===== config.mk =====
export PLATFORM = sky130hd
export DESIGN_NAME = spectrum_integration_ctrl_flat
export DESIGN_NICKNAME = d
export VERILOG_FILES = /design/src/rtl/spectrum_integration_ctrl_if.sv /design/src/rtl/spectrum_integration_ctrl.sv /design/src/flat_wrapper.sv
export SDC_FILE = /design/constraint.sdc
export NUM_CORES = 1
export LEC_CHECK = 0
export BUFFER_PORTS_ARGS = -buffer_cell sky130_fd_sc_hd__clkbuf_2
export CORE_MARGIN = 5
export CORE_UTILIZATION = 45
export DETAILED_ROUTE_END_ITERATION = 12
export GPL_ROUTABILITY_DRIVEN = 0
export PLACE_DENSITY = 0.63
export REMOVE_ABC_BUFFERS = 1
export SLEW_MARGIN = 20
export SYNTH_ARGS = -nofsm -noshare
export SYNTH_HDL_FRONTEND = slang
export SYNTH_SLANG_ARGS = --single-unit

===== constraint.sdc =====
create_clock -name clk -period 9.77 [get_ports clk]
set_input_delay 1.954 -clock clk [delete_from_list [all_inputs] [get_ports clk]]
set_output_delay 1.954 -clock clk [all_outputs]
set_load 0.02 [all_outputs]

===== src/rtl/spectrum_integration_ctrl_if.sv =====
// Interface bundling the run/config inputs, the FFT sample handshake and the
// accumulator control / RAM address outputs of spectrum_integration_ctrl.
// master = FFT/config side (drives inputs), slave = the sequencer itself.
interface spectrum_integration_ctrl_if #(
   parameter int FFT_LOG2  = 12,
   parameter int NINT_W    = 10,
   parameter int NBUF_LOG2 = 4
);
   logic                 enable;
   logic [NINT_W-1:0]    num_integrations;
   logic                 peak_detect_cfg;
   logic                 in_valid;
   logic                 in_last;
   logic                 acc_clken;
   logic                 acc_add;
   logic                 acc_peak;
   logic [FFT_LOG2-1:0]  rd_addr;
   logic                 wr_en;
   logic [FFT_LOG2-1:0]  wr_addr;
   logic [NBUF_LOG2-1:0] buf_idx;
   logic                 frame_done;
   logic                 misalign_err;

   modport master (
      output enable, num_integrations, peak_detect_cfg, in_valid, in_last,
      input  acc_clken, acc_add, acc_peak, rd_addr, wr_en, wr_addr,
             buf_idx, frame_done, misalign_err
   );

   modport slave (
      input  enable, num_integrations, peak_detect_cfg, in_valid, in_last,
      output acc_clken, acc_add, acc_peak, rd_addr, wr_en, wr_addr,
             buf_idx, frame_done, misalign_err
   );
endinterface


===== src/rtl/spectrum_integration_ctrl.sv =====
// spectrum_integration_ctrl: sequencer for the complex-power accumulator.
// Counts FFT bins and integration frames, drives the accumulator enable and
// load/add/peak controls, and delays each read address by the datapath
// latency to form the RAM write-back. A marker travelling with the last bin
// of the last frame produces frame_done and rotates the spectrum buffer.
module spectrum_integration_ctrl #(
   parameter int FFT_LOG2     = 12,
   parameter int NINT_W       = 10,
   parameter int CPWR_LATENCY = 6,
   parameter int NBUF_LOG2    = 4
) (
   input logic                        clk,
   input logic                        rst_n,
   spectrum_integration_ctrl_if.slave bus
);

   localparam logic [FFT_LOG2-1:0] LAST_BIN  = {FFT_LOG2{1'b1}};
   localparam logic [FFT_LOG2-1:0] BIN_ZERO  = {FFT_LOG2{1'b0}};
   localparam logic [NINT_W-1:0]   NINT_ZERO = {NINT_W{1'b0}};
   localparam logic [NINT_W-1:0]   NINT_ONE  = {{(NINT_W-1){1'b0}}, 1'b1};

   typedef enum logic [1:0] {
      ST_IDLE  = 2'd0,
      ST_SYNC  = 2'd1,
      ST_INTEG = 2'd2
   } state_t;

   state_t                 state_r;
   logic [FFT_LOG2-1:0]    bin_r;
   logic [NINT_W-1:0]      int_cnt_r;
   logic [NINT_W-1:0]      nint_l_r;
   logic                   peak_l_r;
   logic                   acc_clken_r;
   logic                   acc_add_r;
   logic                   acc_peak_r;
   logic [FFT_LOG2-1:0]    rd_addr_r;
   logic                   marker_r;
   logic                   misalign_r;
   logic [CPWR_LATENCY-1:0] dly_vld_r;
   logic [CPWR_LATENCY-1:0] dly_mrk_r;
   logic [FFT_LOG2-1:0]    dly_addr_r [CPWR_LATENCY];
   logic [NBUF_LOG2-1:0]   buf_idx_r;

   logic [NINT_W-1:0]      nint_eff_s;
   logic [NINT_W-1:0]      nint_cur_s;
   logic                   start_s;
   logic                   peak_cur_s;
   logic                   bin_last_s;
   logic                   misalign_s;
   logic                   int_final_s;

   // Decode integration start/end and the in_last versus bin-counter check.
   always_comb begin
      start_s    = (bin_r == BIN_ZERO) && (int_cnt_r == NINT_ZERO);
      bin_last_s = (bin_r == LAST_BIN);
      misalign_s = (bus.in_last != bin_last_s);
      if (bus.num_integrations == NINT_ZERO) begin
         nint_eff_s = NINT_ONE;
      end else begin
         nint_eff_s = bus.num_integrations;
      end
      // At the first sample of an integration the live config applies,
      // afterwards the values latched at that sample are used.
      if (start_s) begin
         nint_cur_s = nint_eff_s;
         peak_cur_s = bus.peak_detect_cfg;
      end else begin
         nint_cur_s = nint_l_r;
         peak_cur_s = peak_l_r;
      end
      int_final_s = (int_cnt_r == (nint_cur_s - NINT_ONE));
   end

   // Control FSM: bin/integration counters and registered accumulator controls.
   always_ff @(posedge clk or negedge rst_n) begin
      if (!rst_n) begin
         state_r     <= ST_IDLE;
         bin_r       <= BIN_ZERO;
         int_cnt_r   <= NINT_ZERO;
         nint_l_r    <= NINT_ONE;
         peak_l_r    <= 1'b0;
         acc_clken_r <= 1'b0;
         acc_add_r   <= 1'b0;
         acc_peak_r  <= 1'b0;
         rd_addr_r   <= BIN_ZERO;
         marker_r    <= 1'b0;
         misalign_r  <= 1'b0;
      end else begin
         acc_clken_r <= 1'b0;
         marker_r    <= 1'b0;
         misalign_r  <= 1'b0;
         case (state_r)
            ST_IDLE: begin
               if (bus.enable) begin
                  state_r <= ST_SYNC;
               end else begin
                  state_r <= ST_IDLE;
               end
            end
            ST_SYNC: begin
               if (!bus.enable) begin
                  state_r <= ST_IDLE;
               end else if (bus.in_valid && bus.in_last) begin
                  state_r   <= ST_INTEG;
                  bin_r     <= BIN_ZERO;
                  int_cnt_r <= NINT_ZERO;
               end else begin
                  state_r <= ST_SYNC;
               end
            end
            ST_INTEG: begin
               if (!bus.enable) begin
                  state_r <= ST_IDLE;
               end else if (bus.in_valid) begin
                  if (misalign_s) begin
                     // Drop the partial integration; pending writes still drain.
                     misalign_r <= 1'b1;
                     state_r    <= ST_SYNC;
                  end else begin
                     acc_clken_r <= 1'b1;
                     rd_addr_r   <= bin_r;
                     acc_add_r   <= (int_cnt_r != NINT_ZERO);
                     acc_peak_r  <= peak_cur_s;
                     if (start_s) begin
                        nint_l_r <= nint_eff_s;
                        peak_l_r <= bus.peak_detect_cfg;
                     end
                     if (bin_last_s) begin
                        bin_r <= BIN_ZERO;
                        if (int_final_s) begin
                           int_cnt_r <= NINT_ZERO;
                           marker_r  <= 1'b1;
                        end else begin
                           int_cnt_r <= int_cnt_r + NINT_ONE;
                        end
                     end else begin
                        bin_r <= bin_r + {{(FFT_LOG2-1){1'b0}}, 1'b1};
                     end
                  end
               end else begin
                  state_r <= ST_INTEG;
               end
            end
            default: begin
               state_r <= ST_IDLE;
            end
         endcase
      end
   end

   // Write-back delay line: matches the accumulator latency, never flushed on abort.
   always_ff @(posedge clk or negedge rst_n) begin
      if (!rst_n) begin
         dly_vld_r <= {CPWR_LATENCY{1'b0}};
         dly_mrk_r <= {CPWR_LATENCY{1'b0}};
         for (int i = 0; i < CPWR_LATENCY; i++) begin
            dly_addr_r[i] <= BIN_ZERO;
         end
      end else begin
         dly_vld_r[0]  <= acc_clken_r;
         dly_mrk_r[0]  <= marker_r;
         dly_addr_r[0] <= rd_addr_r;
         for (int i = 1; i < CPWR_LATENCY; i++) begin
            dly_vld_r[i]  <= dly_vld_r[i-1];
            dly_mrk_r[i]  <= dly_mrk_r[i-1];
            dly_addr_r[i] <= dly_addr_r[i-1];
         end
      end
   end

   // Rotate the spectrum buffer the cycle after a completed spectrum's final write.
   always_ff @(posedge clk or negedge rst_n) begin
      if (!rst_n) begin
         buf_idx_r <= {NBUF_LOG2{1'b0}};
      end else if (dly_mrk_r[CPWR_LATENCY-1]) begin
         buf_idx_r <= buf_idx_r + {{(NBUF_LOG2-1){1'b0}}, 1'b1};
      end else begin
         buf_idx_r <= buf_idx_r;
      end
   end

   assign bus.acc_clken    = acc_clken_r;
   assign bus.acc_add      = acc_add_r;
   assign bus.acc_peak     = acc_peak_r;
   assign bus.rd_addr      = rd_addr_r;
   assign bus.wr_en        = dly_vld_r[CPWR_LATENCY-1];
   assign bus.wr_addr      = dly_addr_r[CPWR_LATENCY-1];
   assign bus.frame_done   = dly_mrk_r[CPWR_LATENCY-1];
   assign bus.buf_idx      = buf_idx_r;
   assign bus.misalign_err = misalign_r;

endmodule


===== src/flat_wrapper.sv =====
// flat-port wrapper written by rule: the top's interface ports become plain ports
module spectrum_integration_ctrl_flat 
#(
   parameter int FFT_LOG2     = 12,
   parameter int NINT_W       = 10,
   parameter int CPWR_LATENCY = 6,
   parameter int NBUF_LOG2    = 4
)
  (clk, rst_n, bus_enable, bus_num_integrations, bus_peak_detect_cfg, bus_in_valid, bus_in_last, bus_acc_clken, bus_acc_add, bus_acc_peak, bus_rd_addr, bus_wr_en, bus_wr_addr, bus_buf_idx, bus_frame_done, bus_misalign_err);
  spectrum_integration_ctrl_if #(.FFT_LOG2(FFT_LOG2), .NINT_W(NINT_W), .NBUF_LOG2(NBUF_LOG2)) bus_i ();
  input logic clk;
  input logic rst_n;
  input wire logic [$bits(bus_i.enable)-1:0] bus_enable;
  input wire logic [$bits(bus_i.num_integrations)-1:0] bus_num_integrations;
  input wire logic [$bits(bus_i.peak_detect_cfg)-1:0] bus_peak_detect_cfg;
  input wire logic [$bits(bus_i.in_valid)-1:0] bus_in_valid;
  input wire logic [$bits(bus_i.in_last)-1:0] bus_in_last;
  output wire logic [$bits(bus_i.acc_clken)-1:0] bus_acc_clken;
  output wire logic [$bits(bus_i.acc_add)-1:0] bus_acc_add;
  output wire logic [$bits(bus_i.acc_peak)-1:0] bus_acc_peak;
  output wire logic [$bits(bus_i.rd_addr)-1:0] bus_rd_addr;
  output wire logic [$bits(bus_i.wr_en)-1:0] bus_wr_en;
  output wire logic [$bits(bus_i.wr_addr)-1:0] bus_wr_addr;
  output wire logic [$bits(bus_i.buf_idx)-1:0] bus_buf_idx;
  output wire logic [$bits(bus_i.frame_done)-1:0] bus_frame_done;
  output wire logic [$bits(bus_i.misalign_err)-1:0] bus_misalign_err;
  assign bus_i.enable = bus_enable;
  assign bus_i.num_integrations = bus_num_integrations;
  assign bus_i.peak_detect_cfg = bus_peak_detect_cfg;
  assign bus_i.in_valid = bus_in_valid;
  assign bus_i.in_last = bus_in_last;
  assign bus_acc_clken = bus_i.acc_clken;
  assign bus_acc_add = bus_i.acc_add;
  assign bus_acc_peak = bus_i.acc_peak;
  assign bus_rd_addr = bus_i.rd_addr;
  assign bus_wr_en = bus_i.wr_en;
  assign bus_wr_addr = bus_i.wr_addr;
  assign bus_buf_idx = bus_i.buf_idx;
  assign bus_frame_done = bus_i.frame_done;
  assign bus_misalign_err = bus_i.misalign_err;
  spectrum_integration_ctrl #(.FFT_LOG2(FFT_LOG2), .NINT_W(NINT_W), .CPWR_LATENCY(CPWR_LATENCY), .NBUF_LOG2(NBUF_LOG2)) u_core (.clk(clk), .rst_n(rst_n), .bus(bus_i));
endmodule

# == Word level (Yosys, flattened, before mapping) ==
# Cells that the tools add are included.
# word_totals
word_cells,86
ram_bits,0
romBits,0
output_inout_bits,34
mem_count,0
register_bits,139
inputBits,16
latch_bits,0
# op_classes
order_cmp,0
mux,38
addsub,4
bitwise_logic,1
div,0
n_reduce_logical,12
multipliers,0
shifts,0
n_eq_ne,12
# op_table
cell,n
10-bit 2-to-1 mux,9
12-bit 2-to-1 mux,6
12-bit case mux with 2 select lines,1
10-bit zero test,2
10-bit case mux with 2 select lines,1
1-bit 2-to-1 mux,15
"12-bit by 1-bit adder with 12-bit output, second input constant",1
"12-bit equality test, second input constant",1
12-bit zero test,1
"10-bit by 1-bit adder with 10-bit output, second input constant",1
10-bit equality test,1
2-bit 2-to-1 mux,5
10-bit nonzero test,1
"10-bit by 1-bit subtractor with 10-bit output, second input constant",1
"2-bit inequality test, second input constant",4
7-bit AND reduction,1
2-bit case mux with 3 select lines,1
6-bit AND reduction,1
5-bit AND reduction,1
"4-bit by 1-bit adder with 4-bit output, second input constant",1
"2-bit by 1-bit inequality test with 1-bit output, second input constant",2
"4-bit by 3-bit inequality test with 1-bit output, second input constant",1
4-bit AND reduction,1
"2-bit by 1-bit equality test with 1-bit output, second input constant",1
6 further kinds,7

# == Logic depth before layout (Yosys ltp) ==
# depth
depth_word,11
ltp_mapped,16
mapped_depth_nobuf,15

# == Worst setup path after synthesis ==
# No wires, ideal clock.
# synth_timing
path_type,input port to flip-flop
start,input port bus_num_integrations[3]
end,register u_core.int_cnt_r[2]
t_required_ps,9645
arrival_time_ps,4190
stages,13
setup_time_ps,125
slack_ps,5455
n_path_buf,0
cell_sequence,nor4_4 -> a31oi_1 -> nor3_2 -> nor2_1 -> ha_1 -> inv_1 -> nor3_1 -> o21ai_1 -> a22oi_1 -> a2111oi_4 -> nand4_2 -> o32ai_1 -> nand2_1
# synth_between
elab_chain_len,11
# synth_lines
item,line,text
"start, declared",flat_wrapper.sv:14,input wire logic [$bits(bus_i.num_integrations)-1:0] bus_num_integrations;
10-bit zero test,spectrum_integration_ctrl.sv:57,if (bus.num_integrations == NINT_ZERO) begin
10-bit 2-to-1 mux *,spectrum_integration_ctrl.sv:57,
10-bit 2-to-1 mux *,spectrum_integration_ctrl.sv:64,if (start_s) begin
10-bit by 1-bit subtractor with 10-bit output *,spectrum_integration_ctrl.sv:71,int_final_s = (int_cnt_r == (nint_cur_s - NINT_ONE));
10-bit equality test *,spectrum_integration_ctrl.sv:71,
10-bit 2-to-1 mux *,spectrum_integration_ctrl.sv:130,if (int_final_s) begin
10-bit 2-to-1 mux *,spectrum_integration_ctrl.sv:128,if (bin_last_s) begin
10-bit 2-to-1 mux *,spectrum_integration_ctrl.sv:115,if (misalign_s) begin
10-bit 2-to-1 mux *,spectrum_integration_ctrl.sv:114,end else if (bus.in_valid) begin
10-bit 2-to-1 mux *,spectrum_integration_ctrl.sv:112,if (!bus.enable) begin
10-bit case mux with 2 select lines *,spectrum_integration_ctrl.sv:92,case (state_r)
"end signal, assigned",spectrum_integration_ctrl.sv:134,int_cnt_r <= int_cnt_r + NINT_ONE;
"end, declared",spectrum_integration_ctrl.sv:30,logic [NINT_W-1:0] int_cnt_r;
# Every way passes the cells marked *; elsewhere a longest branch is shown, timed or not. The select of a mux whose other input is x is not followed.
# A chain may end at the register's enable or synchronous reset.

# == Final worst setup path ==
# layout_timing
start,input port bus_num_integrations[3]
end,register u_core.int_cnt_r[4]
# Same word-level chain as after synthesis.

==> results.md <==
* Fill cell count at between 1,000 and 1,500
* R2r worst-path depth at 15
* Detailed-route via count at 3,973
* Critical path's largest stage delay at about 420 ps
* DR WL met2 at ~5400 um
* RSZ-0062 raised after global routing: false
* Crit end category: flop
* Setup WS post-layout at 5270 ps
* Clock tree buffer depth at 2
* Register area share after synthesis at 0.593
* DPL Wire Length at roughly 8000 um
* Clock power share at 0.425
* Setup TNS at 0 ps
* # diodes at 0
* CP top delay family: compound AO/OA/AOI/OAI gates
* Final Skew at between 7 and 8 ps
* DR WL/cell at between 15 and 20 um
* Final #Nets at about 580
* Total power at between 1 and 1.5 mW
* DRC viols at 0
* Final WL at roughly 12,000 um
* Int Power at 1.06 mW
* Cell count after synthesis at roughly 520
* P_sw at slightly above 0.4 mW
* # clock sinks at about 140
* Post-CTS Hold Fix Bufs at 0
* Worst EP arrival at approximately 4800 ps
* Die outline width at 124 um
* Reg clk slew, reported paths at around 60 ps
* Synthesized flop and latch total at between 100 and 150
* Final setup fails at 0
* Slowest cell on the critical path: nor4_4
* TritonCTS Buffers at 17
* Setup CP Type: in -> reg
* Global-route wire length before repair at about 20,000 um
* Gr usage total at 0.163
* First-pass DRT Iterations at 5
* Pin count of the biggest net entering global routing at 87
* PD cells at roughly 220 nW/um^2
* Ys async rst share at 1.00
* EDFF count, synth at 0
* Startpoint types: input pin
* Tmin final at around 4500 ps
* Final Slew Violations at 0
* Remaining Overflow, GRT at 0
* Status: complete, no violations
* Layout cells sized above 1 at 0.204
* Sw frac at 0.277
* Peak VDD IR at about 0.11 mV
* Dpl ws at between 4000 and 5000 ps
* Ys flop type: dfrtp_1
* Synth warn at 0
* Hold path cells at 0
* Site Rows at 41
* Top metal layer carrying routed signals: met4
* Postcts setup bufs at 0
* Maxcap violations at 0
* Core region area at 12,700 sq um
* Worst-Skew Late Latency at between 400 and 500 ps
* Initial antenna violation count at 0
* CTS tree: done
* Crit path cell chain: clkbuf_2 -> nor4_4 -> a31oi_1 -> nor3_2 -> nor2_1 -> ha_1 -> inv_1 -> nor3_1 -> o21ai_1 -> a22oi_1 -> a2111oi_4 -> nand4_2 -> o32ai_1 -> nand2_1
* Final ANT Viol Nets at 0
* Vias in the first global route at 4,027
* Routed length on met1 at 5320 um
* CTS H-tree depth at 4
* IO Pins at 50
* Total Die Area at ~15,000 sq um
* Die Y at roughly 120 um
* Count of different cell masters after synthesis at 68
* Worst-path maximum fanout at 8
* DR vias/cell at ~5.4
* Fmax at 222 MHz
* Met3 wire len at around 750 um
* Final Hold Viols at 0
* Sequential power share at 0.411
* Root Driver: clkbuf_16
* Hold/Removal Path Class: reg -> reg
* Buffer and inverter count on the worst path at 2
* Final Cycle Share at 0.460
* Starting Density at 0.462
* Resize count post-CTS at 0
* Levels on crit path at 14
* Required @ worst endpoint at around 10,000 ps
* Static leakage at 3.28 nW
* Worst Tran Pin Value at roughly 800 ps
* Gate power share at 0.164
* IO Port Bufs at 49
* Area Overhead vs Synth at 15.0%
* Slew HR at 0.448
* Synthesized area per cell at between 10 and 15 sq um
* Synthesized area at between 5000 and 6000 sq um
* 1st-iter DRT viols at between 400 and 500
[worst paths after layout]
check	startpoint	slack (ps)	endpoint
setup / recovery	bus_num_integrations[3]	5270	u_core.int_cnt_r[4]$_DFFE_PN0P_
hold / removal	u_core.dly_addr_r[48]$_DFF_PN0_	340	u_core.dly_addr_r[36]$_DFF_PN0_
setup reg to reg	u_core.bin_r[0]$_DFFE_PN0P_	5960	u_core.int_cnt_r[4]$_DFFE_PN0P_
hold reg to reg	u_core.dly_addr_r[48]$_DFF_PN0_	340	u_core.dly_addr_r[36]$_DFF_PN0_
max in group asynchronous	rst_n	7040	u_core.marker_r$_DFF_PN0_
min in group asynchronous	rst_n	1580	u_core.bus.wr_addr[4]$_DFF_PN0_
[power by group through the flow]
stage                     clock (mW)  sequential, mW  combinational (mW)
after global placement             0           0.614               0.236
after CTS                      0.642           0.605               0.240
final                          0.625           0.606               0.242
after global routing           0.673           0.608               0.265
after detailed placement           0           0.615               0.239
after floorplan                    0           0.615               0.172
[cells by family (layout without fill, tap and decap cells)]
group,after synthesis,in the layout,synth area share
AO/OA/AOI/OAI,93,93,0.113
XOR/XNOR,19,19,0.0283
adder cells (fa/ha/maj),6,6,0.0128
buffers and inverters,39,91,0.0362
flip-flops,139,139,0.593
multiplexers,10,10,0.0188
AND/OR/NAND/NOR,211,211,0.199
[state kept, by name, indices dropped and copies added (netlist names), 2 cells and up]
| register | count |
|---|---|
| u_core.nint_l_r | 10 |
| u_core.bin_r | 12 |
| u_core.bus.rd_addr | 12 |
| u_core.dly_mrk_r | 6 |
| u_core.state_r | 2 |
| u_core.bus.wr_addr | 12 |
| u_core.dly_addr_r | 60 |
| u_core.dly_vld_r | 6 |
| u_core.bus.buf_idx | 4 |
| u_core.int_cnt_r | 10 |
[stage by stage]
| step | std cells | hold WS [ps] | util | instance area (sq um) |
|---|---|---|---|---|
| 5_1_grt | 741 | 350 | 0.531 | 6760 |
| 3_5_place_dp | 710 | 335 | 0.485 | 6170 |
| 2_1_floorplan | 488 | 331 | - | 5700 |
| 6_report | 741 | 341 | 0.531 | 6760 |
| 3_3_place_gp | 710 | 331 | 0.485 | 6170 |
| 4_1_cts | 741 | 344 | 0.531 | 6760 |
[metal layers]
layer	up-vias	global-route usage
li1	1899	-
met1	1955	0.219
met2	103	0.241
met3	16	0.0540
met4	0	0.0677
met5	-	0
[worst reg2reg max path: stages, from the launching register on]
cell	delay [ps]
dfrtp_1	450
inv_1	120
ha_1	150
nor4b_4	340
nand3_2	380
nor3_2	360
nor2_1	90
ha_1	260
inv_1	160
nor3_1	70
o21ai_1	130
a22oi_1	190
a2111oi_4	390
nand4_2	240
o32ai_1	290
nand2_1	80
[layout make-up]
class	instances	area (sq um)	share of cell area
Clock inverter	11	138	0.0204
Sequential cell	139	3480	0.515
Multi-Input combinational cell	339	2180	0.323
Timing Repair Buffer	50	259	0.0383
Clock buffer	20	447	0.0661
Inverter	10	37.5	0.00556
Tap cell	172	215	0.0319
[synth_stat cells (all sizes together), types with 7 or more instances]
| cell type | count | area share |
|---|---|---|
| dfrtp | 138 | 0.59 |
| nand2 | 82 | 0.054 |
| o21ai | 31 | 0.027 |
| nor2 | 27 | 0.017 |
| nor3 | 22 | 0.021 |
| buf | 19 | 0.023 |
| xnor2 | 14 | 0.021 |
| and3 | 13 | 0.016 |
| nand3 | 13 | 0.014 |
| a21oi | 11 | 0.0094 |
| clkbuf | 10 | 0.0064 |
| inv | 10 | 0.0064 |
| nor4 | 10 | 0.019 |
| nand4 | 9 | 0.013 |
| or3 | 9 | 0.0096 |
| mux2 | 8 | 0.015 |
| nor2b | 7 | 0.0075 |
[layout by cell type (no fill, tap or decap), drive strengths merged, types with 3 or more instances in the layout]
cell type / instances
dfrtp: 138
nand2: 82
clkbuf: 68
o21ai: 31
nor2: 27
nor3: 22
xnor2: 14
inv: 14
and3: 13
nand3: 13
a21oi: 11
nor4: 10
or3: 9
nand4: 9
mux2: 8
nor2b: 7
a211oi: 6
o32ai: 6
ha: 6
xor2: 5
a22oi: 5
or2: 4
a21boi: 4
and2: 4
nand2b: 3
a21o: 3
clkinvlp: 3
o211ai: 3
a2111oi: 3
(Power assumes the default switching activity.)
